===== src/rtl/proc_control.sv =====
// rtl/proc_control.sv - control FSM of the 9-bit simple processor; PROC_CTRL_ILLEGAL_EN adds err output
module proc_control #(
  parameter int DATA_W = 9
) (
  input  logic              clk,
  input  logic              resetn,
  input  logic              run,
  input  logic [DATA_W-1:0] DIN,
  output logic [7:0]        Rout,
  output logic              DINout,
  output logic              Gout,
  output logic [7:0]        Rin,
  output logic              Ain,
  output logic              Gin,
  output logic              AddSub,
  output logic              done
`ifdef PROC_CTRL_ILLEGAL_EN
  , output logic            err
`endif
);

  typedef enum logic [1:0] {T0 = 2'd0, T1 = 2'd1, T2 = 2'd2, T3 = 2'd3} state_t;

  state_t            r_state;
  logic [DATA_W-1:0] r_ir;

  logic [2:0] w_op;
  logic [2:0] w_x;
  logic [2:0] w_y;
  logic       w_arith;

  assign w_op    = r_ir[DATA_W-1 -: 3];
  assign w_x     = r_ir[DATA_W-4 -: 3];
  assign w_y     = r_ir[DATA_W-7 -: 3];
  assign w_arith = (w_op[2:1] == 2'b01);

  // T2/T3 holding a non-arithmetic opcode can only come from corruption; fall back to T0.
  always_ff @(posedge clk or negedge resetn) begin
    if (!resetn) begin
      r_state <= T0;
      r_ir    <= '0;
    end else begin
      case (r_state)
        T0: begin
          if (run) begin
            r_ir    <= DIN;
            r_state <= T1;
          end
        end
        T1:      r_state <= w_arith ? T2 : T0;
        T2:      r_state <= w_arith ? T3 : T0;
        T3:      r_state <= T0;
        default: r_state <= T0;
      endcase
    end
  end

  always_comb begin
    Rout   = '0;
    DINout = 1'b0;
    Gout   = 1'b0;
    Rin    = '0;
    Ain    = 1'b0;
    Gin    = 1'b0;
    AddSub = 1'b0;
    done   = 1'b0;
`ifdef PROC_CTRL_ILLEGAL_EN
    err    = 1'b0;
`endif
    case (r_state)
      T1: begin
        case (w_op)
          3'b000: begin
            Rout = 8'b1 << w_y;
            Rin  = 8'b1 << w_x;
            done = 1'b1;
          end
          3'b001: begin
            DINout = 1'b1;
            Rin    = 8'b1 << w_x;
            done   = 1'b1;
          end
          3'b010, 3'b011: begin
            Rout = 8'b1 << w_x;
            Ain  = 1'b1;
          end
          default: begin
            done = 1'b1;
`ifdef PROC_CTRL_ILLEGAL_EN
            err  = 1'b1;
`endif
          end
        endcase
      end
      T2: begin
        if (w_arith) begin
          Rout   = 8'b1 << w_y;
          Gin    = 1'b1;
          AddSub = w_op[0];
        end
      end
      T3: begin
        if (w_arith) begin
          Gout = 1'b1;
          Rin  = 8'b1 << w_x;
          done = 1'b1;
        end
      end
      default: ;
    endcase
  end

endmodule


===== config.mk =====
export PLATFORM = sky130hd
export DESIGN_NAME = proc_control
export DESIGN_NICKNAME = d
export VERILOG_FILES = /design/src/rtl/proc_control.sv
export SDC_FILE = /design/constraint.sdc
export NUM_CORES = 1
export LEC_CHECK = 0
export BUFFER_PORTS_ARGS = -buffer_cell sky130_fd_sc_hd__buf_4
export CAP_MARGIN = 20
export CORE_MARGIN = 2
export CORE_UTILIZATION = 35
export CTS_CLUSTER_SIZE = 10
export DETAILED_ROUTE_END_ITERATION = 8
export GPL_TIMING_DRIVEN = 1
export SYNTH_ARGS = -nofsm -noshare
export SYNTH_HDL_FRONTEND = slang
export SYNTH_SLANG_ARGS = --single-unit

===== constraint.sdc =====
create_clock -name clk -period 1.8 [get_ports clk]
set_input_delay 0.27 -clock clk [delete_from_list [all_inputs] [get_ports clk]]
set_output_delay 0.27 -clock clk [all_outputs]
set_load 0.1 [all_outputs]

* After elaboration in Yosys (flattened, before gate mapping)
Cells that the tools add are included.
Storage, ports and cells: input port bits 12, logic and storage cells 38, register bits 11, output and inout port bits 22
Cells by class: mux-type cells 21, reduce and logical (&&, ||, !) cells 5, shifts and indexed selects 2, equality and inequality tests 8
Operators with widths (number):
- one-hot mux 8 bit (2 select lines) | 3
- 2-to-1 mux 8 bit | 3
- left shift 1 x 3 -> 8 bit, first input constant | 2
- 2-to-1 mux 1 bit | 10
- one-hot mux 2 bit (4 select lines) | 1
- equality test 3 x 2 -> 1 bit, second input constant | 2
- 2-to-1 mux 2 bit | 3
- equality test 2 x 1 -> 1 bit, second input constant | 2
- equality test 2 bit, second input constant | 2
- OR reduction 2 bit | 2
- equality test 3 x 1 -> 1 bit, second input constant | 1
- logical NOT 3 bit | 1
- logical NOT 2 bit | 1
- inequality test 2 bit, second input constant | 1
- one-hot mux 1 bit (2 select lines) | 1
- AND reduction 2 bit | 1

* Depth between registers and ports, before layout
word-level depth 4, depth in mapped cells 5, gate-level depth less buffers 5

* Worst setup path after synthesis
Ideal clock, no wire load.
kind register -> output, start register r_state[0], end output port Rout[0], stages on the path, launching flop included 6, arrival time 3.322 ns, buffers on the path 0, required time 1.530 ns, path slack -1.792 ns, cells stage by stage dfrtp_1 > inv_1 > ha_1 > and3b_1 > nor2_1 > o22ai_1
On the way: longest elaborated chain between the ends 2, elaborated cells between the ends (all ways) 3, those cells by class 2 x eq/ne; 1 x mux
Ends and longest elaborated chain:
- start: declaration | RTL line 24 | state_t r_state;
- start signal: assignment | RTL line 50 | T1: r_state <= w_arith ? T2 : T0;
- start signal: assignment | RTL line 51 | T2: r_state <= w_arith ? T3 : T0;
- equality test 2 bit / equality test 2 x 1 -> 1 bit (equally long branches) | RTL line 70 | case (r_state)
- one-hot mux 8 bit (2 select lines) (*) | RTL line 70
- end: declaration | RTL line 9 | output logic [7:0] Rout,
Mark *: on every way between the ends. The rest lies on a longest branch, timed or not.

* Worst setup path in the final report
start register r_state[1], end output port Rout[0]
Same word-level chain as after synthesis.

==> impl_summary.md <==
Outcome
The run finished, with violations left. The final reports fail on setup timing.

Worst setup path
The critical path goes through inv_2 -> buf_4 -> ha_4 -> nor2b_4 -> buf_6 -> nand2_2 -> o22ai_4 -> buf_12. For the worst setup path, the data required time is 1530 ps. STA classifies the critical path startpoint as a flop. The cell family contributing the most delay on the critical path is buffers and inverters. The capturing element type of the critical path is a primary output. For this design, the slowest cell found on the critical path is sky130_fd_sc_hd__dfrtp_1. The type of the worst setup path is flop to primary output.

The worst-path maximum fanout is 4. The data arrival time of the critical path is 1970 ps. For the worst flop-to-flop path, the logic depth is 10. In this run the number of cells on the critical path is 8.

For this run, the slowest stage of the critical path takes 420 ps. The combined buffer and inverter count along the critical path is 4.

CTS
In this run, CTS created clock tree buffers numbering 3. The maximum buffer depth of the clock tree is 2. In this run the number of H-tree levels came out at 1. The clock latency reported for the late side of the worst-skew pair is 290 ps. The root buffer cell is sky130_fd_sc_hd__clkbuf_4. The TritonCTS sink count is 11.

Clock-pin slew was measured on the worst setup and hold paths at 90 ps. TritonCTS built the clock tree.

Power
The leakage power is 0.000729 uW. For this design the ratio of total power to cell area is 1960 mW/mm2. The total power is 3710 uW.

The worst ir drop on vdd is 1430 uV.

Routing
The DRC violation count after routing is 0. The via count is 960. Summed over all layers, the routed wires come to 4160 um. Once detail routing completed, the nets flagged for antenna violations numbered 0. The detailed router's first-iteration violation count is 21.

The number of optimization iterations in the first detailed-route pass is 4. The mean routed wirelength per cell is 24.9 um. Using the TritonRoute via totals, the vias-per-cell ratio works out to 5.75.

Synthesis
The share of synthesized area in the top cell type comes to 36.4%. The number of unique standard cell types used by synthesis is 24. The synthesis warning total is 0.

The sequential-to-total area share from yosys stat is 36.4%. Ranked by total cell area, the synthesized netlist is headed by sky130_fd_sc_hd__dfrtp_1 (36%), sky130_fd_sc_hd__mux2_2 (15%), sky130_fd_sc_hd__ha_1 (8.3%), sky130_fd_sc_hd__o22ai_1 (6.6%), sky130_fd_sc_hd__nor2_1 (5.0%). By count the netlist is led by sky130_fd_sc_hd__dfrtp_1 (11), sky130_fd_sc_hd__mux2_2 (10), sky130_fd_sc_hd__nor2_1 (10). The most used flip-flop cell after synthesis is sky130_fd_sc_hd__dfrtp_1. After synthesis, the share of flip-flops with an asynchronous set or reset is 100%.

The number of nets in the synthesized netlist is 98. The post-synthesis average cell area is 9.33 um2. The number of synthesized flops with an enable pin is 0. The most common cell in the synthesized netlist is sky130_fd_sc_hd__dfrtp_1. After synthesis the cells add up to 756 um2.

Summed over all instances, the cell type with the most area after synthesis is sky130_fd_sc_hd__dfrtp_1. The synthesis-stage register bit count is 11. The synthesized netlist cell count is 81.

GRT
The initial antenna violation count is 0. The overall global routing resource usage is 28.1%. For this run the aggregate overflow at the end of global routing stands at 0. The global-route wire length before repair is 5150 um. The number of global-route vias before repair is 1006. The largest net degree at the start of global routing is 12.

Timing
The final worst setup slack is -438 ps. The final max-slew violation count came to 0. Setup repair after global routing could not meet its margin everywhere. On the final layout, the worst clock skew is 11.4 ps. Adding up every negative setup slack in the final design gives -7430 ps. The count of endpoints failing setup in the final report is 22. In this run the tightest slew margin relative to its limit is 67.4%. The total count of hold-check failures in the final report is 0. Counting I/O delays and the setup requirement, the final critical path takes 2240 ps. The highest clock frequency the design can meet is 447 MHz. The worst path uses 124% of the clock period. For the pin with the worst max-slew slack, the measured transition is 488 ps.

Place
Summed over all nets, the half-perimeter wirelength after detailed placement is 1870 um. The post-placement cell count is 154. The number of port buffers is 33. At the placement stage, the worst setup path has a slack of -127 ps. Summing all placed instances gives a cell area of 0.00138 mm2. The weighted congestion at the end of routability-driven global placement is 0.841.

Cells and area
Compared with the post-synthesis result, the final layout area differs by 150%. The final standard cell count with taps included and fillers excluded is 167. The proportion of layout cells with a drive suffix above 1 is 77.9%.

The count of nets after finishing is 158. The number of antenna diodes is 0. With fillers left out, the area of the finished cells amounts to 0.00189 mm2.

Floorplan
The height of the die is 50.5 um. The core region is 0.00200 mm2. The floorplan has 16 rows. The x dimension of the die is 50.5 um. For this configuration, the core starts out at a cell density of 37.8%. The die covers 0.00255 mm2.

The total I/O pin count is 34.

Job
The count of max-cap constraint violations is 0.

Worst hold path
The min-delay analysis places its worst path in the category primary input to flop. The number of cells on the worst hold path is 2.
power breakdown:
part | switching [uW] | internal, uW | leakage [uW]
sequential | 245 | 379 | 0.000128
combinational | 1670 | 1220 | 0.000586
clock | 110 | 86.3 | 0.0000150
total | 2030 | 1680 | 0.000729
final timing paths:
kind | start | endpoint | slack, ps
max in group asynchronous | resetn | r_ir[8] | 1270
setup reg to reg | r_state[1] | r_state[0] | -220
hold reg to reg | r_ir[4] | r_ir[4] | 600
hold / removal | DIN[7] | r_ir[7] | 200
setup / recovery | r_state[1] | Rout[0] | -440
min in group asynchronous | resetn | r_state[0] | 340
state kept, by name, summed over array words and instances (netlist names):
signal / cells
r_ir: 9
r_state: 2
layout make-up:
type	count	area, um2
clock buffers	4	26.3
fillers	52	111
inverters	2	7.51
multi-input cells	68	782
flip-flops and latches	11	279
well taps	27	33.8
repair buffers	55	762
cell families (layout without fill, tap and decap cells):
| logic type | after synthesis | after routing | synth area share [%] |
|---|---|---|---|
| muxes | 11 | 11 | 16.4 |
| AOI/OAI and AO/OA | 11 | 11 | 8.94 |
| DFF | 11 | 11 | 36.4 |
| adders and majority gates | 5 | 5 | 8.28 |
| buffers and inverters | 2 | 61 | 0.994 |
| and+or+nand+nor | 41 | 41 | 29.0 |
cells in the final DEF (no fill, tap or decap), types with 2 or more instances in the layout:
master and count:
sky130_fd_sc_hd__dfrtp_2 3, sky130_fd_sc_hd__o22ai_4 8, sky130_fd_sc_hd__nand2_4 2, sky130_fd_sc_hd__nand2_2 2
sky130_fd_sc_hd__buf_6 9, sky130_fd_sc_hd__nand3_1 4, sky130_fd_sc_hd__and2_4 3, sky130_fd_sc_hd__dfrtp_1 8
sky130_fd_sc_hd__mux2_2 9, sky130_fd_sc_hd__mux2_4 2, sky130_fd_sc_hd__inv_2 2, sky130_fd_sc_hd__nor2b_1 3
sky130_fd_sc_hd__nand4_1 2, sky130_fd_sc_hd__nor2_4 9, sky130_fd_sc_hd__buf_4 20, sky130_fd_sc_hd__buf_12 25
sky130_fd_sc_hd__nand2b_1 2, sky130_fd_sc_hd__clkbuf_4 3, sky130_fd_sc_hd__ha_4 4, sky130_fd_sc_hd__nand2_1 3
timing repair:
action                                 in CTS  in global routing
resized for setup                          76                 20
endpoints found under the hold margin      11                  0
setup endpoints to repair                  20                 22
pin swaps                                   9                  5
hold buffers                                1                  0
buffers inserted                            2                  8
layer usage:
layer	global-route usage, %	wire length (um)	up-vias
li1	-	-	416
met1	33.1	1580	479
met2	50.2	2180	53
met3	5.36	263	12
met4	9.91	138	0
met5	0	0	-
through the flow:
step | hold WS [ps] | utilization (%)
finish | 201 | 94.4
global route | 209 | 94.4
CTS | 217 | 87.4
detailed placement | 119 | 68.9
global placement | 117 | 68.9
floorplan | -25.6 | -
Power figures use the tool's default switching activity.
